===== src/rtl/iq_pkg.sv =====
// rtl/iq_pkg.sv - instruction entry layout, widths and pack/unpack helpers
package iq_pkg;

    localparam int MAJ_OP_W = 4;
    localparam int REG_W    = 5;
    localparam int SCALE_W  = 2;
    localparam int MIN_OP_W = 4;
    localparam int ADDR_W   = 48;
    localparam int SUB_W    = 1;

    localparam int ENTRY_W = MAJ_OP_W + 3 * REG_W + SCALE_W + MIN_OP_W + 1 + ADDR_W + SUB_W;

    typedef struct packed {
        logic [MAJ_OP_W-1:0] maj_op;
        logic [REG_W-1:0]    src1;
        logic [REG_W-1:0]    src2;
        logic [SCALE_W-1:0]  off_scale;
        logic [REG_W-1:0]    dest;
        logic [MIN_OP_W-1:0] min_op;
        logic                has_addr;
        logic [ADDR_W-1:0]   addr;
        logic [SUB_W-1:0]    off_sub;
    } instr_entry_t;

    function automatic logic [ENTRY_W-1:0] pack(input instr_entry_t e);
        return e;
    endfunction

    function automatic instr_entry_t unpack(input logic [ENTRY_W-1:0] v);
        return instr_entry_t'(v);
    endfunction

endpackage


===== src/rtl/iq_ptr_ctrl.sv =====
// rtl/iq_ptr_ctrl.sv - read/write pointers, occupancy and registered almost_full
module iq_ptr_ctrl #(
    parameter int DEPTH     = 8,
    parameter int AF_MARGIN = 1,
    parameter int PTR_W     = $clog2(DEPTH),
    parameter int CNT_W     = $clog2(DEPTH + 1)
) (
    input  logic             clk,
    input  logic             rst,
    input  logic             flush,
    input  logic             push,
    input  logic             pop,
    output logic [PTR_W-1:0] rd_ptr,
    output logic [PTR_W-1:0] wr_ptr,
    output logic [CNT_W-1:0] count,
    output logic             almost_full
);

    localparam logic [CNT_W-1:0] AF_TH = CNT_W'(DEPTH - AF_MARGIN);

    logic [CNT_W-1:0] next_count;

    always_comb begin
        next_count = count;
        if (flush)
            next_count = '0;
        else if (push && !pop)
            next_count = count + CNT_W'(1);
        else if (pop && !push)
            next_count = count - CNT_W'(1);
    end

    // Pointers wrap for free because DEPTH is a power of two.
    always_ff @(posedge clk or posedge rst) begin
        if (rst) begin
            rd_ptr      <= '0;
            wr_ptr      <= '0;
            count       <= '0;
            almost_full <= 1'b0;
        end else begin
            if (flush) begin
                rd_ptr <= '0;
                wr_ptr <= '0;
            end else begin
                if (push)
                    wr_ptr <= wr_ptr + PTR_W'(1);
                if (pop)
                    rd_ptr <= rd_ptr + PTR_W'(1);
            end
            count       <= next_count;
            almost_full <= (next_count >= AF_TH);
        end
    end

endmodule


===== src/rtl/instr_queue_param.sv =====
// rtl/instr_queue_param.sv - parametrised FWFT instruction queue; INSTR_QUEUE_BYPASS_EN enables empty pass-through
module instr_queue_param #(
    parameter int DEPTH     = 8,
    parameter int ENTRY_W   = iq_pkg::ENTRY_W,
    parameter int AF_MARGIN = 1
) (
    input  logic                         clk,
    input  logic                         rst,
    input  logic                         flush,
    input  logic                         enq_valid,
    output logic                         enq_ready,
    input  logic [ENTRY_W-1:0]           enq_data,
    output logic                         deq_valid,
    input  logic                         deq_ready,
    output logic [ENTRY_W-1:0]           deq_data,
    output logic [$clog2(DEPTH+1)-1:0]   count,
    output logic                         almost_full
);

    localparam int PTR_W = $clog2(DEPTH);
    localparam int CNT_W = $clog2(DEPTH + 1);

    logic [ENTRY_W-1:0] mem [DEPTH];
    logic [PTR_W-1:0]   rd_ptr;
    logic [PTR_W-1:0]   wr_ptr;
    logic               empty;
    logic               bypass_take;
    logic               push;
    logic               pop;

    assign empty     = (count == '0);
    assign enq_ready = (count != CNT_W'(DEPTH)) && !flush;

`ifdef INSTR_QUEUE_BYPASS_EN
    // An entry consumed straight through never touches storage or the pointers.
    assign bypass_take = empty && enq_valid && !flush && deq_ready;
    assign deq_valid   = !empty || (enq_valid && !flush);
    assign deq_data    = empty ? enq_data : mem[rd_ptr];
`else
    assign bypass_take = 1'b0;
    assign deq_valid   = !empty;
    assign deq_data    = mem[rd_ptr];
`endif

    assign push = enq_valid && enq_ready && !bypass_take;
    assign pop  = !empty && deq_ready && !flush;

    always_ff @(posedge clk) begin
        if (push)
            mem[wr_ptr] <= enq_data;
    end

    iq_ptr_ctrl #(
        .DEPTH     (DEPTH),
        .AF_MARGIN (AF_MARGIN),
        .PTR_W     (PTR_W),
        .CNT_W     (CNT_W)
    ) u_ptr_ctrl (
        .clk         (clk),
        .rst         (rst),
        .flush       (flush),
        .push        (push),
        .pop         (pop),
        .rd_ptr      (rd_ptr),
        .wr_ptr      (wr_ptr),
        .count       (count),
        .almost_full (almost_full)
    );

`ifndef SYNTHESIS
    // Fetch must hold a stalled entry steady; a flush redirect may replace it.
    a_stall_stable: assert property (@(posedge clk) disable iff (rst)
        (enq_valid && !enq_ready && !flush) |=> (!enq_valid || flush || $stable(enq_data)));
`endif

endmodule


===== config.mk =====
export PLATFORM = sky130hd
export DESIGN_NAME = instr_queue_param
export DESIGN_NICKNAME = d
export VERILOG_FILES = /design/src/rtl/iq_pkg.sv /design/src/rtl/iq_ptr_ctrl.sv /design/src/rtl/instr_queue_param.sv
export SDC_FILE = /design/constraint.sdc
export NUM_CORES = 1
export LEC_CHECK = 0
export ABC_AREA = 0
export CAP_MARGIN = 20
export CORE_MARGIN = 3
export CORE_UTILIZATION = 35
export CTS_CLUSTER_SIZE = 10
export DETAILED_ROUTE_END_ITERATION = 16
export DONT_BUFFER_PORTS = 1
export GPL_TIMING_DRIVEN = 0
export PLACE_DENSITY_LB_ADDON = 0.08
export SLEW_MARGIN = 20
export SYNTH_ARGS = -nofsm -noshare
export SYNTH_HDL_FRONTEND = slang
export SYNTH_SLANG_ARGS = --single-unit
export TNS_END_PERCENT = 10

===== constraint.sdc =====
create_clock -name clk -period 15.1 [get_ports clk]
set_clock_uncertainty 0.1 [all_clocks]
set_input_delay 0.755 -clock clk [delete_from_list [all_inputs] [get_ports clk]]
set_output_delay 0.755 -clock clk [all_outputs]
set_load 0.05 [all_outputs]

==> impl_metrics.tcl, run 1 <==
set metrics [dict create \
    ys_ff_latch 611 \
    drc_errors 0 \
    grt_max_degree 18 \
    routedWlPerCell_um 26.1 \
    cp_common_cell "clkbuf_1" \
    grt_pass1_wl_um 78200 \
    overflow 0 \
    p_leak_nw 8.45 \
    synth_commonest_cells "edfxtp_1 (600), mux4_2 (150), mux2_2 (75), clkbuf_1 (20), buf_2 (16)" \
    hpwlAfterDp_um 34600 \
    start_util 0.357 \
    die_x_um 263 \
    fp.dieH_um 263 \
    synth_cell_types 33 \
    p_per_area_nw_per_um2 160 \
    syn_nets 1036 \
    status "finished, final reports clean" \
    period_share 0.307 \
    gp_congestion 0.677 \
    period_needed_ps 4640 \
    postSynthAreaPerCell_um2 24.3 \
    syn_area_um2 23100 \
    cts_resized 0 \
    place_ws_ps 10830 \
    crit_path_start_kind "flop" \
    dr.first_iter.drc_count 591 \
    nNetsFinal 1195 \
    fin_ws_ps 10460 \
    yosysTopAreaCell "edfxtp_1" \
    cts_tree "done" \
    via_count 10100 \
    post-place-cells 1890 \
    fin_area_um2 27200 \
    maxSlewViolCount 0 \
    critPathMaxFanout 10 \
    critPathCaptureType "output port" \
    yosysWarnings 0 \
    layout-drive-gt1-share 0.366 \
    yosys-top-cells-area "edfxtp_1 (78%), mux4_2 (15%), mux2_2 (3.6%), dfrtp_1 (1.2%), buf_2 (0.35%)" \
    clk_path_buf_depth 3 \
    core_um2 64900 \
    hold_violations 0 \
    setup_viol 0 \
    yosys_most_used_dff "edfxtp_1" \
    total_power_mw 4.36 \
    cts.sinks 611 \
    antenna_cells 0 \
    num_rows 93 \
    firstDrtPassIters 4 \
    routed_wl_um 52200 \
    slowest_stage "clkbuf_1" \
    drtAntennaViolNets 0 \
    synthToLayoutAreaGrowth_pct 17.7 \
    die_area_um2 69300 \
    h-tree-depth 3 \
    path_cells "clkbuf_1 -> clkbuf_1 -> buf_1 -> mux4_2 -> mux2_2" \
    required_ps 14240 \
    synth_top_area_frac 0.778 \
    hold_path_class "in -> reg" \
    top_level_ports 162 \
    synth_edf_count 600 \
    cts_buffers 73 \
    fmax_ghz 0.216 \
    rsz0062_at_grt "no" \
    place_area_um2 25200 \
    slew_headroom 0.367 \
    maxCapViolCount 0 \
    cts-root-buf "clkbuf_16" \
    clk_latency_ps 590 \
    tns_ps 0 \
    worst_pin_slew_ps 950 \
    slowest_delay_ps 700 \
    vdd.ir_drop.worst_v 0.0000875 \
    port_buffers 0 \
    cp.arrival_ps 3780 \
    criticalPathCategory "reg -> out" \
    synth_most_common_cell "edfxtp_1" \
    instances_no_fill 1999 \
    ys_async_sr_fraction 0.0180 \
    fin_util 0.420 \
    whs_ps 146 \
    grtUsageTotal 0.153 \
    antenna_found_initial 0 \
    grt_pass1_vias 11000 \
    viasPerCell 5.06 \
    clk_pin_slew_ps 60 \
    syn_inst 952 \
    synth_seq_area_share 0.790 \
]
==> report_power, final <==
part / switching [mW] / internal (mW) / leakage [nW]
clock: 0.642 / 0.906 / 0.998
sequential: 0.0383 / 1.92 / 5.57
combinational: 0.551 / 0.297 / 1.89
total: 1.23 / 3.13 / 8.45
==> worst max-delay path: cells and delay by family (launching register included) <==
family	cells	cell delay (ps)
mux	2	850
flops	1	350
buf+inv	3	1980
==> sequential cells by signal, indices dropped and copies added (netlist names) <==
register and count:
u_ptr_ctrl.almost_full 1, mem 600, u_ptr_ctrl.count 4, u_ptr_ctrl.rd_ptr 3, u_ptr_ctrl.wr_ptr 3
==> cells by family after synthesis <==
kind of cell | synth area share
flops | 0.790
mux | 0.183
xor+xnor | 0.00227
buf+inv | 0.00897
fa+ha+maj | 0.00216
simple gates | 0.00989
compound gates | 0.00368
==> final timing paths <==
path | from | endpoint | slack (ps) | cells after the start
setup / recovery | u_ptr_ctrl.rd_ptr[1] | deq_data[3] | 10460 | 5
hold / removal | enq_data[3] | mem[7][3] | 150 | 0
setup reg to reg | u_ptr_ctrl.count[0] | mem[1][33] | 10940 | 11
hold reg to reg | u_ptr_ctrl.wr_ptr[1] | u_ptr_ctrl.wr_ptr[1] | 570 | 2
max in group asynchronous | rst | u_ptr_ctrl.wr_ptr[2] | 14050 | 2
min in group asynchronous | rst | u_ptr_ctrl.almost_full | 520 | 2
==> cells in the final DEF (no fill, tap or decap), types with 2 or more instances in the layout <==
master     count
buf_4         50
nand2b_1       4
buf_1          7
nor2_1        11
xor2_1         2
mux2_2        75
o21ai_0        2
ha_1           4
buf_6          9
nor2b_1        2
nand2_1       11
dfrtp_1       11
buf_12         4
nor3_2         4
nand3_1        2
mux4_2       150
a211oi_1       3
edfxtp_1     600
clkinv_1       6
a21oi_1        2
nor2_4         3
buf_16        11
clkbuf_1      41
inv_6          3
clkbuf_16     75
inv_1          4
buf_2         26
xnor2_1        4
nor3_1         2
==> final cells by class <==
| type | count | area, µm² |
|---|---|---|
| Timing Repair Buffer | 84 | 908 |
| Fill cell | 5674 | 37700 |
| Sequential cell | 611 | 18300 |
| Clock inverter | 11 | 95.1 |
| Clock buffer | 97 | 1970 |
| Buffer | 44 | 193 |
| Inverter | 4 | 15.0 |
| Multi-Input combinational cell | 293 | 4700 |
| Tap cell | 855 | 1070 |
==> routing by layer <==
metal	vias to the layer above	global-route usage	wire length [µm]
met1	5449	0.197	22000
met5	-	0	0
met3	70	0.0552	3810
met2	240	0.251	25500
met4	0	0.0355	911
li1	4357	-	-
==> timing repair <==
item,in CTS,in global routing
endpoints found under the hold margin,11,0
setup buffers,0,0
hold buffers,1,0
Note: power is estimated with default switching activity, not from simulation.
==> inputs of run 2 (changes only) <==
- clock period: 15.1 -> 4.7 ns (I/O delays scaled with it)
==> impl_metrics.tcl, run 2 (synthesized netlist as in run 1, its figures left out) <==
set metrics [dict create \
    total_power_mw 14.0 \
    maxCapViolCount 0 \
    hold_violations 0 \
    n_fill_cell 5613 \
    path_cells "clkbuf_1 -> clkbuf_1 -> buf_1 -> mux4_2 -> mux2_2" \
    hpwlAfterDp_um 33800 \
    tns_ps 0 \
    clk_pin_slew_ps 50 \
    cts_setup_buffers 0 \
    critPathCaptureType "output port" \
    core_um2 64900 \
    worstHoldStart "enq_valid" \
    gp_congestion 0.674 \
    via_count 10300 \
    grt_pass1_wl_um 78100 \
    port_buffers 0 \
    maxSlewViolCount 0 \
    hold_depth 5 \
    critPathMaxFanout 10 \
    antenna_found_initial 4 \
    cp_common_cell "clkbuf_1" \
    nNetsFinal 1247 \
    grt.met1_usage 0.207 \
    viasPerCell 5.04 \
    die_area_um2 69300 \
    clk_path_buf_depth 3 \
    hold_path_class "in -> reg" \
    start_util 0.357 \
    routedWlPerCell_um 25.4 \
    synthToLayoutAreaGrowth_pct 21.0 \
    slew_headroom 0.382 \
    dr.first_iter.drc_count 619 \
    drtAntennaViolNets 0 \
    crit_buf_inv 3 \
    holdPathEnd "u_ptr_ctrl.count[2]" \
    fp.dieH_um 263 \
    num_rows 93 \
    cts.sinks 611 \
    r2r_end "mem[1][33]" \
    rsz0062_at_grt "no" \
    routed_wl_um 51900 \
    p_leak_nw 8.65 \
    p_per_area_nw_per_um2 500 \
    slowest_delay_ps 760 \
    cts_tree "done" \
    cts_resized 0 \
    grtUsageTotal 0.153 \
    largestRegisters "mem: 600 flops, u_ptr_ctrl.count: 4 flops" \
    required_ps 4370 \
    drc_errors 0 \
    vdd.ir_drop.worst_v 0.000255 \
    h-tree-depth 3 \
    status "finished, final reports clean" \
    grt_max_degree 20 \
    period_share 0.891 \
    top_level_ports 162 \
    final_cell_mix "edfxtp_1 (600), mux4_2 (150), dlygate4sd3_1 (82)" \
    period_needed_ps 4190 \
    final_common_cell "edfxtp_1" \
    cp.arrival_ps 3850 \
    largest_reg_flops 600 \
    criticalPathCategory "reg -> out" \
    cts-root-buf "clkbuf_16" \
    r2r_start "u_ptr_ctrl.count[1]" \
    use_met2 0.248 \
    die_x_um 263 \
    slowest_stage "clkbuf_1" \
    crit_path_start_kind "flop" \
    regMostFlops "mem" \
    cts_buffers 72 \
    overflow 0 \
    clk_latency_ps 590 \
    grt_busiest_layer "met2" \
    rrSetupSlack_ps 860 \
    worst_pin_slew_ps 927 \
    firstDrtPassIters 6 \
    layout-drive-gt1-share 0.328 \
    grt_pass1_vias 11200 \
    cpLargestDelayFamily "buffers and inverters" \
    fmax_ghz 0.239 \
    met3_usage 0.0376 \
    reg2reg_depth 9 \
    setup_viol 0 \
]
run 2: cell count changes in the layout (fill, tap and decap cells not counted), sizes merged:
cell / previous run / this run
buf: 107 / 79
dlygate4sd3: 1 / 82
diode: 0 / 2
clkbuf: 117 / 109
clkinv: 8 / 5
run 2: layer usage:
metal	share of wire	vias to the layer above
met5	0.00048	-
met4	0.021	4
met3	0.045	83
met2	0.49	204
met1	0.44	5543
li1	-	4470
run 2: stage by stage:
step	setup WS, ps	hold slack [ps]	area, µm²	cells	utilization
CTS	380	70.9	28000	2041	0.431
global placement	-5090	71.0	24300	1807	0.374
finish	514	121	28000	2043	0.431
global route	342	125	28000	2042	0.431
floorplan	-785	-12.6	23200	952	-
detailed placement	836	87.3	25200	1862	0.388
run 2: worst register-to-register path: stages, from the launching register on:
cell	delay [ps]
dfrtp_1	720
inv_1	170
ha_1	270
and3b_1	210
nor2_2	390
nand2_1	350
nor3_4	690
buf_8	260
buf_8	180
buf_8	190
run 2: cell type report:
cell class / instances / area [µm²] / share of cell area
Timing Repair Buffer: 137 / 1710 / 0.0612
Tap cell: 855 / 1070 / 0.0382
Multi-Input combinational cell: 293 / 4730 / 0.169
Antenna cell: 2 / 5.00 / 0.000179
Clock buffer: 89 / 1940 / 0.0693
Sequential cell: 611 / 18300 / 0.653
Buffer: 44 / 193 / 0.00688
Clock inverter: 8 / 45.0 / 0.00161
Inverter: 4 / 15.0 / 0.000536
run 2: how the worst max path moves through the flow:
stage	cells past startpoint	slack, ps	end	from
after global routing	5	340	deq_data[71]	u_ptr_ctrl.rd_ptr[1]
after global placement	6	-5090	mem[7][50]	u_ptr_ctrl.count[1]
after CTS	5	380	deq_data[64]	u_ptr_ctrl.rd_ptr[1]
final	5	510	deq_data[2]	u_ptr_ctrl.rd_ptr[1]
after detailed placement	9	840	mem[7][50]	u_ptr_ctrl.count[1]
after floorplan	6	-780	mem[7][0]	u_ptr_ctrl.count[0]
run 2: repair_timing:
| action | 4_1_cts | 5_1_grt |
|---|---|---|
| setup endpoints to repair | 0 | 0 |
| endpoints found under the hold margin | 622 | 0 |
| hold buffers | 82 | 0 |
run 2: where the power goes:
| part | leakage [nW] | switching, mW | internal, mW |
|---|---|---|---|
| clock | 0.968 | 1.99 | 2.86 |
| sequential | 5.57 | 0.128 | 6.18 |
| combinational | 2.12 | 1.83 | 1.01 |
| total | 8.65 | 3.95 | 10.1 |
